$ cat src/rtl/dfa_pkg.sv
// Width helpers and ratio checks shared by the Avalon-ST data format adapters.
// Optional sideband (channel/error) is enabled with the DFA_SIDEBAND_EN macro.
package dfa_pkg;

  function automatic int sym_w(input int n);
    return (n > 1) ? $clog2(n) : 1;
  endfunction

  function automatic int in_empty_w(input int in_symbols);
    return sym_w(in_symbols);
  endfunction

  function automatic int out_empty_w(input int out_symbols);
    return sym_w(out_symbols);
  endfunction

  function automatic int ratio(
    input int in_symbols,
    input int out_symbols
  );
    return (out_symbols > 0) ? in_symbols / out_symbols : 1;
  endfunction

  function automatic int cnt_w(
    input int in_symbols,
    input int out_symbols
  );
    return sym_w(ratio(in_symbols, out_symbols));
  endfunction

  function automatic bit ratio_ok(
    input int in_symbols,
    input int out_symbols
  );
    return (out_symbols > 0) &&
           (in_symbols >= out_symbols) &&
           ((in_symbols % out_symbols) == 0);
  endfunction

endpackage

$ cat src/rtl/avalon_st_out_reg.sv
// Generic ready/valid output register; loads whenever the slot is free
// or the downstream consumes the current beat.
module avalon_st_out_reg
  import dfa_pkg::*;
#(
  parameter int W = 8
) (
  input  logic         clk,
  input  logic         rst_n,
  input  logic         in_valid,
  input  logic [W-1:0] in_payload,
  output logic         load,
  input  logic         out_ready,
  output logic         out_valid,
  output logic [W-1:0] out_payload
);

  assign load = out_ready || !out_valid;

  always_ff @(posedge clk or negedge rst_n) begin
    if (!rst_n) begin
      out_valid   <= 1'b0;
      out_payload <= '0;
    end else if (load) begin
      out_valid   <= in_valid;
      out_payload <= in_payload;
    end
  end

endmodule

$ cat src/rtl/avalon_st_wide_to_narrow_dfa.sv
// Splits wide Avalon-ST beats into IN_SYMBOLS/OUT_SYMBOLS narrow beats.
// Define DFA_SIDEBAND_EN to add channel/error ports repeated on each slice.
module avalon_st_wide_to_narrow_dfa
  import dfa_pkg::*;
#(
  parameter int SYMBOL_W    = 8,
  parameter int IN_SYMBOLS  = 8,
  parameter int OUT_SYMBOLS = 4,
  parameter int CHANNEL_W   = 1
) (
  input  logic clk,
  input  logic reset_n,
  output logic in_ready,
  input  logic in_valid,
  input  logic [IN_SYMBOLS*SYMBOL_W-1:0] in_data,
  input  logic in_startofpacket,
  input  logic in_endofpacket,
  input  logic [in_empty_w(IN_SYMBOLS)-1:0] in_empty,
  input  logic out_ready,
  output logic out_valid,
  output logic [OUT_SYMBOLS*SYMBOL_W-1:0] out_data,
  output logic out_startofpacket,
  output logic out_endofpacket,
  output logic [out_empty_w(OUT_SYMBOLS)-1:0] out_empty
`ifdef DFA_SIDEBAND_EN
  ,
  input  logic [CHANNEL_W-1:0] in_channel,
  input  logic in_error,
  output logic [CHANNEL_W-1:0] out_channel,
  output logic out_error
`endif
);

  localparam int IN_W  = IN_SYMBOLS * SYMBOL_W;
  localparam int OUT_W = OUT_SYMBOLS * SYMBOL_W;
  localparam int RATIO = ratio(IN_SYMBOLS, OUT_SYMBOLS);
  localparam int CNT_W = cnt_w(IN_SYMBOLS, OUT_SYMBOLS);
  localparam int IEW   = in_empty_w(IN_SYMBOLS);
  localparam int OEW   = out_empty_w(OUT_SYMBOLS);
  localparam int CORE_W = OUT_W + 2 + OEW;
`ifdef DFA_SIDEBAND_EN
  localparam int PW = CORE_W + CHANNEL_W + 1;
`else
  localparam int PW = CORE_W;
`endif

  if (!ratio_ok(IN_SYMBOLS, OUT_SYMBOLS)) begin : g_bad_ratio
    $error("IN_SYMBOLS must be a multiple of OUT_SYMBOLS");
  end
  if (CHANNEL_W < 1) begin : g_bad_channel
    $error("CHANNEL_W must be at least 1");
  end

  logic             held_valid;
  logic [IN_W-1:0]  held_data;
  logic             held_sop;
  logic             held_eop;
  logic [IEW-1:0]   held_empty;
  logic [CNT_W-1:0] k;
`ifdef DFA_SIDEBAND_EN
  logic [CHANNEL_W-1:0] held_channel;
  logic                 held_error;
`endif

  logic             load;
  logic             accept;
  logic             advance;
  logic             at_last;
  logic [CNT_W-1:0] last;
  logic [31:0]      valid_syms;
  logic [31:0]      in_empty_ext;
  logic [IEW-1:0]   in_empty_cl;
  logic [OUT_W-1:0] slice;
  logic             sop_o;
  logic             eop_o;
  logic [OEW-1:0]   emp_o;
  logic [CORE_W-1:0] core;
  logic [PW-1:0]    pay_in;
  logic [PW-1:0]    pay_out;

  // Out-of-range empty is clamped so the slice arithmetic stays bounded.
  assign in_empty_ext = 32'(in_empty);
  assign in_empty_cl  = (in_empty_ext >= 32'(IN_SYMBOLS)) ?
                        IEW'(IN_SYMBOLS - 1) : in_empty;

  assign valid_syms = 32'(IN_SYMBOLS) - 32'(held_empty);

  assign last = held_eop ?
    CNT_W'((valid_syms - 32'd1) / 32'(OUT_SYMBOLS)) :
    CNT_W'(RATIO - 1);

  assign at_last  = (k == last);
  assign advance  = held_valid && load;
  assign in_ready = !held_valid || (at_last && load);
  assign accept   = in_valid && in_ready;

  always_ff @(posedge clk or negedge reset_n) begin
    if (!reset_n) begin
      held_valid <= 1'b0;
      held_data  <= '0;
      held_sop   <= 1'b0;
      held_eop   <= 1'b0;
      held_empty <= '0;
      k          <= '0;
    end else begin
      if (advance) begin
        k <= at_last ? '0 : k + 1'b1;
      end
      if (accept) begin
        held_valid <= 1'b1;
        held_data  <= in_data;
        held_sop   <= in_startofpacket;
        held_eop   <= in_endofpacket;
        held_empty <= in_endofpacket ? in_empty_cl : '0;
      end else if (advance && at_last) begin
        held_valid <= 1'b0;
      end
    end
  end

`ifdef DFA_SIDEBAND_EN
  always_ff @(posedge clk or negedge reset_n) begin
    if (!reset_n) begin
      held_channel <= '0;
      held_error   <= 1'b0;
    end else if (accept) begin
      held_channel <= in_channel;
      held_error   <= in_error;
    end
  end
`endif

  // Symbol 0 sits in the MSBs, so slice i starts i*OUT_W below the top.
  always_comb begin
    slice = '0;
    for (int i = 0; i < RATIO; i++) begin
      if (k == CNT_W'(i)) begin
        slice = held_data[IN_W-1-i*OUT_W -: OUT_W];
      end
    end
  end

  assign sop_o = held_sop && (k == '0);
  assign eop_o = held_eop && at_last;
  assign emp_o = eop_o ?
    OEW'((32'(last) + 32'd1) * 32'(OUT_SYMBOLS) - valid_syms) :
    '0;

  assign core = {slice, sop_o, eop_o, emp_o};

`ifdef DFA_SIDEBAND_EN
  assign pay_in = held_valid ?
    {core, held_channel, held_error} : '0;
`else
  assign pay_in = held_valid ? core : '0;
`endif

  avalon_st_out_reg #(
    .W(PW)
  ) u_out_reg (
    .clk        (clk),
    .rst_n      (reset_n),
    .in_valid   (held_valid),
    .in_payload (pay_in),
    .load       (load),
    .out_ready  (out_ready),
    .out_valid  (out_valid),
    .out_payload(pay_out)
  );

`ifdef DFA_SIDEBAND_EN
  assign {out_data, out_startofpacket, out_endofpacket,
          out_empty, out_channel, out_error} = pay_out;
`else
  assign {out_data, out_startofpacket, out_endofpacket,
          out_empty} = pay_out;
`endif

  a_empty_legal: assert property (
    @(posedge clk) disable iff (!reset_n)
    (in_valid && in_ready && in_endofpacket) |->
    (in_empty_ext < 32'(IN_SYMBOLS))
  );

endmodule

$ cat config.mk
export PLATFORM = sky130hd
export DESIGN_NAME = avalon_st_wide_to_narrow_dfa
export DESIGN_NICKNAME = d
export VERILOG_FILES = /design/src/rtl/dfa_pkg.sv /design/src/rtl/avalon_st_out_reg.sv /design/src/rtl/avalon_st_wide_to_narrow_dfa.sv
export SDC_FILE = /design/constraint.sdc
export NUM_CORES = 1
export LEC_CHECK = 0
export CAP_MARGIN = 20
export CORE_MARGIN = 2
export CORE_UTILIZATION = 25
export CTS_CLUSTER_SIZE = 40
export DETAILED_ROUTE_END_ITERATION = 10
export PLACE_DENSITY = 0.55
export SYNTH_ARGS = -nofsm -noshare
export SYNTH_HDL_FRONTEND = slang
export SYNTH_SLANG_ARGS = --single-unit
$ cat constraint.sdc
create_clock -name clk -period 3.4 [get_ports clk]
set_clock_uncertainty 0.1 [all_clocks]
set_input_delay 1.02 -clock clk [delete_from_list [all_inputs] [get_ports clk]]
set_output_delay 1.02 -clock clk [all_outputs]
set_load 0.05 [all_outputs]
==> out/metrics.cfg <==
[outcome]
status=completed

[yosys]
synth_top_area_share_pct=60.8
synth_seq_cells=108
syn_avg_cell_area_um2=13.6
yosysWarnings=0
yosysMostFrequentCell=dfrtp_1
synth_edf_count=0
syn_inst=327
ys_seq_area_share_pct=60.8
yosys-top-cells-count=108 x dfrtp_1, 60 x mux2_2, 44 x nand2_1, 35 x mux2i_1, 34 x o21ai_0
synth_largest_area_cell=dfrtp_1
synth_fp_nets=403
async_flop_share_pct=100
synth_cell_types=19
netlist_area_um2=4450
ys_top_cells_by_area=dfrtp_1 61%, mux2_2 15%, mux2i_1 7.9%
synth-main-ff-cell=dfrtp_1

[die]
num_rows=48
io_pins=111
die_area_um2=18900
start_util_pct=25.6
core_um2=17400
die_h_um=137
die_w_um=137

[critical_path]
start_kind=flop
end_kind=output port
startpoint=held_empty[0]
r2r_cells=10
worstReg2RegEnd=held_data[11]
required_ps=2280
worstSetupPathType=reg -> out
endpoint=in_ready
cp_max_fo=4
reg2reg_from=held_empty[0]
critical_path_arrival_ps=2150
r2r_slack_ps=720

[sta]
slew-limit-headroom_pct=49.6
final_max_slew_viol_count=0
finalSetupViolCount=0
hold_violations=0
timing.final.crit_period_ps=3270
rsz0062_at_grt=no
period_share_pct=96.1
fmaxAchievable_mhz=306
tightest_slew_ps=755
setup_tns_ps=0

[layout]
fin_cells=666
seq_area_um2=2700
num_antenna_cells=0
nets=513
fillCellCount=1677
multi_input_area_um2=1610
drive_gt1_share_pct=21.5
area_growth_pct=37.3
utilization_pct=35.2

[global_routing]
grt_max_degree=59
grt_use_met3_pct=3.72
grt_pass1_wl_mm=16.4
antenna_found_initial=0
grt.busiest_layer=met2
grt_overflow_total=0
grt_pass1_vias=3143
track_usage_pct=11.5
use_met2_pct=19.5
gr-usage-met1_pct=13.9

[clock_tree]
clock_path_buffers=2
cts-root-buf=clkbuf_16
cts_tree=done
numCtsBuffers=9
clk_latency_ps=350
cts_sinks=108
path_clk_slew_ps=70
htree_levels=3

[route]
drtIter0Drc=47
drt_pre_antenna_iters=4
via_per_inst=4.25
totalWireLength_mm=10.2
ant_nets=0
drc=0
wire_per_inst_um=15.3
vias=2833

[power]
finalPower_uw=6340
p_per_area_nw_per_um2=1040
power_leakage_uw=0.00257
ir_drop_uv=400

[place]
dp_cells=651
io_buffers=110
hpwl_mm=6.87
place_congestion=0.670

[worst_hold_path]
min_path_cells=2
hold_path_class=reg -> reg

[run]
drv_cap=0

==> area by class of cell <==
class | count | area share, %
clock buffers | 11 | 3.98
clock inverters | 4 | 0.820
inverters | 6 | 0.369
multi-input cells | 194 | 26.3
flip-flops and latches | 108 | 44.3
well taps | 225 | 4.61
repair buffers | 118 | 19.6
==> critical path, stage by stage, from the launching register on <==
cell,delay [ps]
dfrtp_1,360
inv_1,80
ha_1,210
xnor2_1,190
xnor2_1,150
nand2_1,70
ha_1,310
inv_1,60
o21ai_2,180
buf_6,180
==> flip-flops by register name (all words and copies together), names as in the netlist <==
name and flops:
held_sop 1, held_valid 1, held_eop 1, u_out_reg.out_valid 1, held_empty 3, k 1
u_out_reg.out_payload 36, held_data 64
==> logic make-up after synthesis <==
kind of cell	count (synthesis)	share of synthesized area [%]
adders and majority gates	3	0.844
xor gates and xnor gates	3	0.591
DFF	108	60.8
muxes	102	25.4
and+or+nand+nor	48	4.31
AOI/OAI and AO/OA	38	4.78
buffers and inverters	25	3.24
==> metal layers <==
layer / share of wire [%] / vias up
met1: 44 / 1415
met2: 50 / 72
met3: 5.3 / 11
li1: - / 1335
met4: 1.4 / 0
met5: 0 / -
==> stage by stage <==
step                      setup WS, ps  hold WS, ps  area (um2)
after floorplan                    220          380        4450
final                              134          380        6110
after global placement             175          366        5810
after global routing              10.7          402        6110
after CTS                         29.8          388        6100
after detailed placement           171          372        5810
==> report_power, final <==
group          internal [uW]  switching (uW)  leakage (uW)
registers               1930             327       0.00130
clock network            586             452      0.000138
logic                   1400            1650       0.00113
total                   3920            2430       0.00257
==> worst min-delay path by stage <==
stage | start | end | slack (ps)
2_1_floorplan | held_data[39] | held_data[39] | 380
3_3_place_gp | u_out_reg.out_payload[25] | u_out_reg.out_payload[25] | 370
5_1_grt | u_out_reg.out_payload[34] | u_out_reg.out_payload[34] | 400
3_5_place_dp | u_out_reg.out_payload[34] | u_out_reg.out_payload[34] | 370
6_report | u_out_reg.out_payload[17] | u_out_reg.out_payload[17] | 380
4_1_cts | u_out_reg.out_payload[34] | u_out_reg.out_payload[34] | 390
==> cells in the final DEF, fill, tap and decap left out <==
cell             Yosys  routed
clkbuf_1             7       1
bufinv_16            0       1
clkbuf_16            0       9
nand3_1              1       1
clkdlybuf4s50_1      0     108
o22ai_4              1       1
o21ai_0             34      33
nand2b_1             2       2
clkbuf_8             0       1
dfrtp_2              0       1
mux2_4               7       7
dfrtp_1            108     107
buf_4                5       6
buf_12               0       3
ha_1                 3       3
nand2_1             44      44
buf_6                2       1
inv_1                6       6
mux2i_1             35      35
o21ai_2              0       1
mux2_2              60      60
clkinv_2             0       1
clkinvlp_4           0       2
o31ai_1              3       3
nor2b_4              0       1
xnor2_1              3       3
==> repair_timing <==
item,4_1_cts,5_1_grt
hold buffers,0,0
gates resized for setup,0,2
setup endpoints to repair,0,1
setup buffers,0,0
Power figures use the tool's default switching activity.
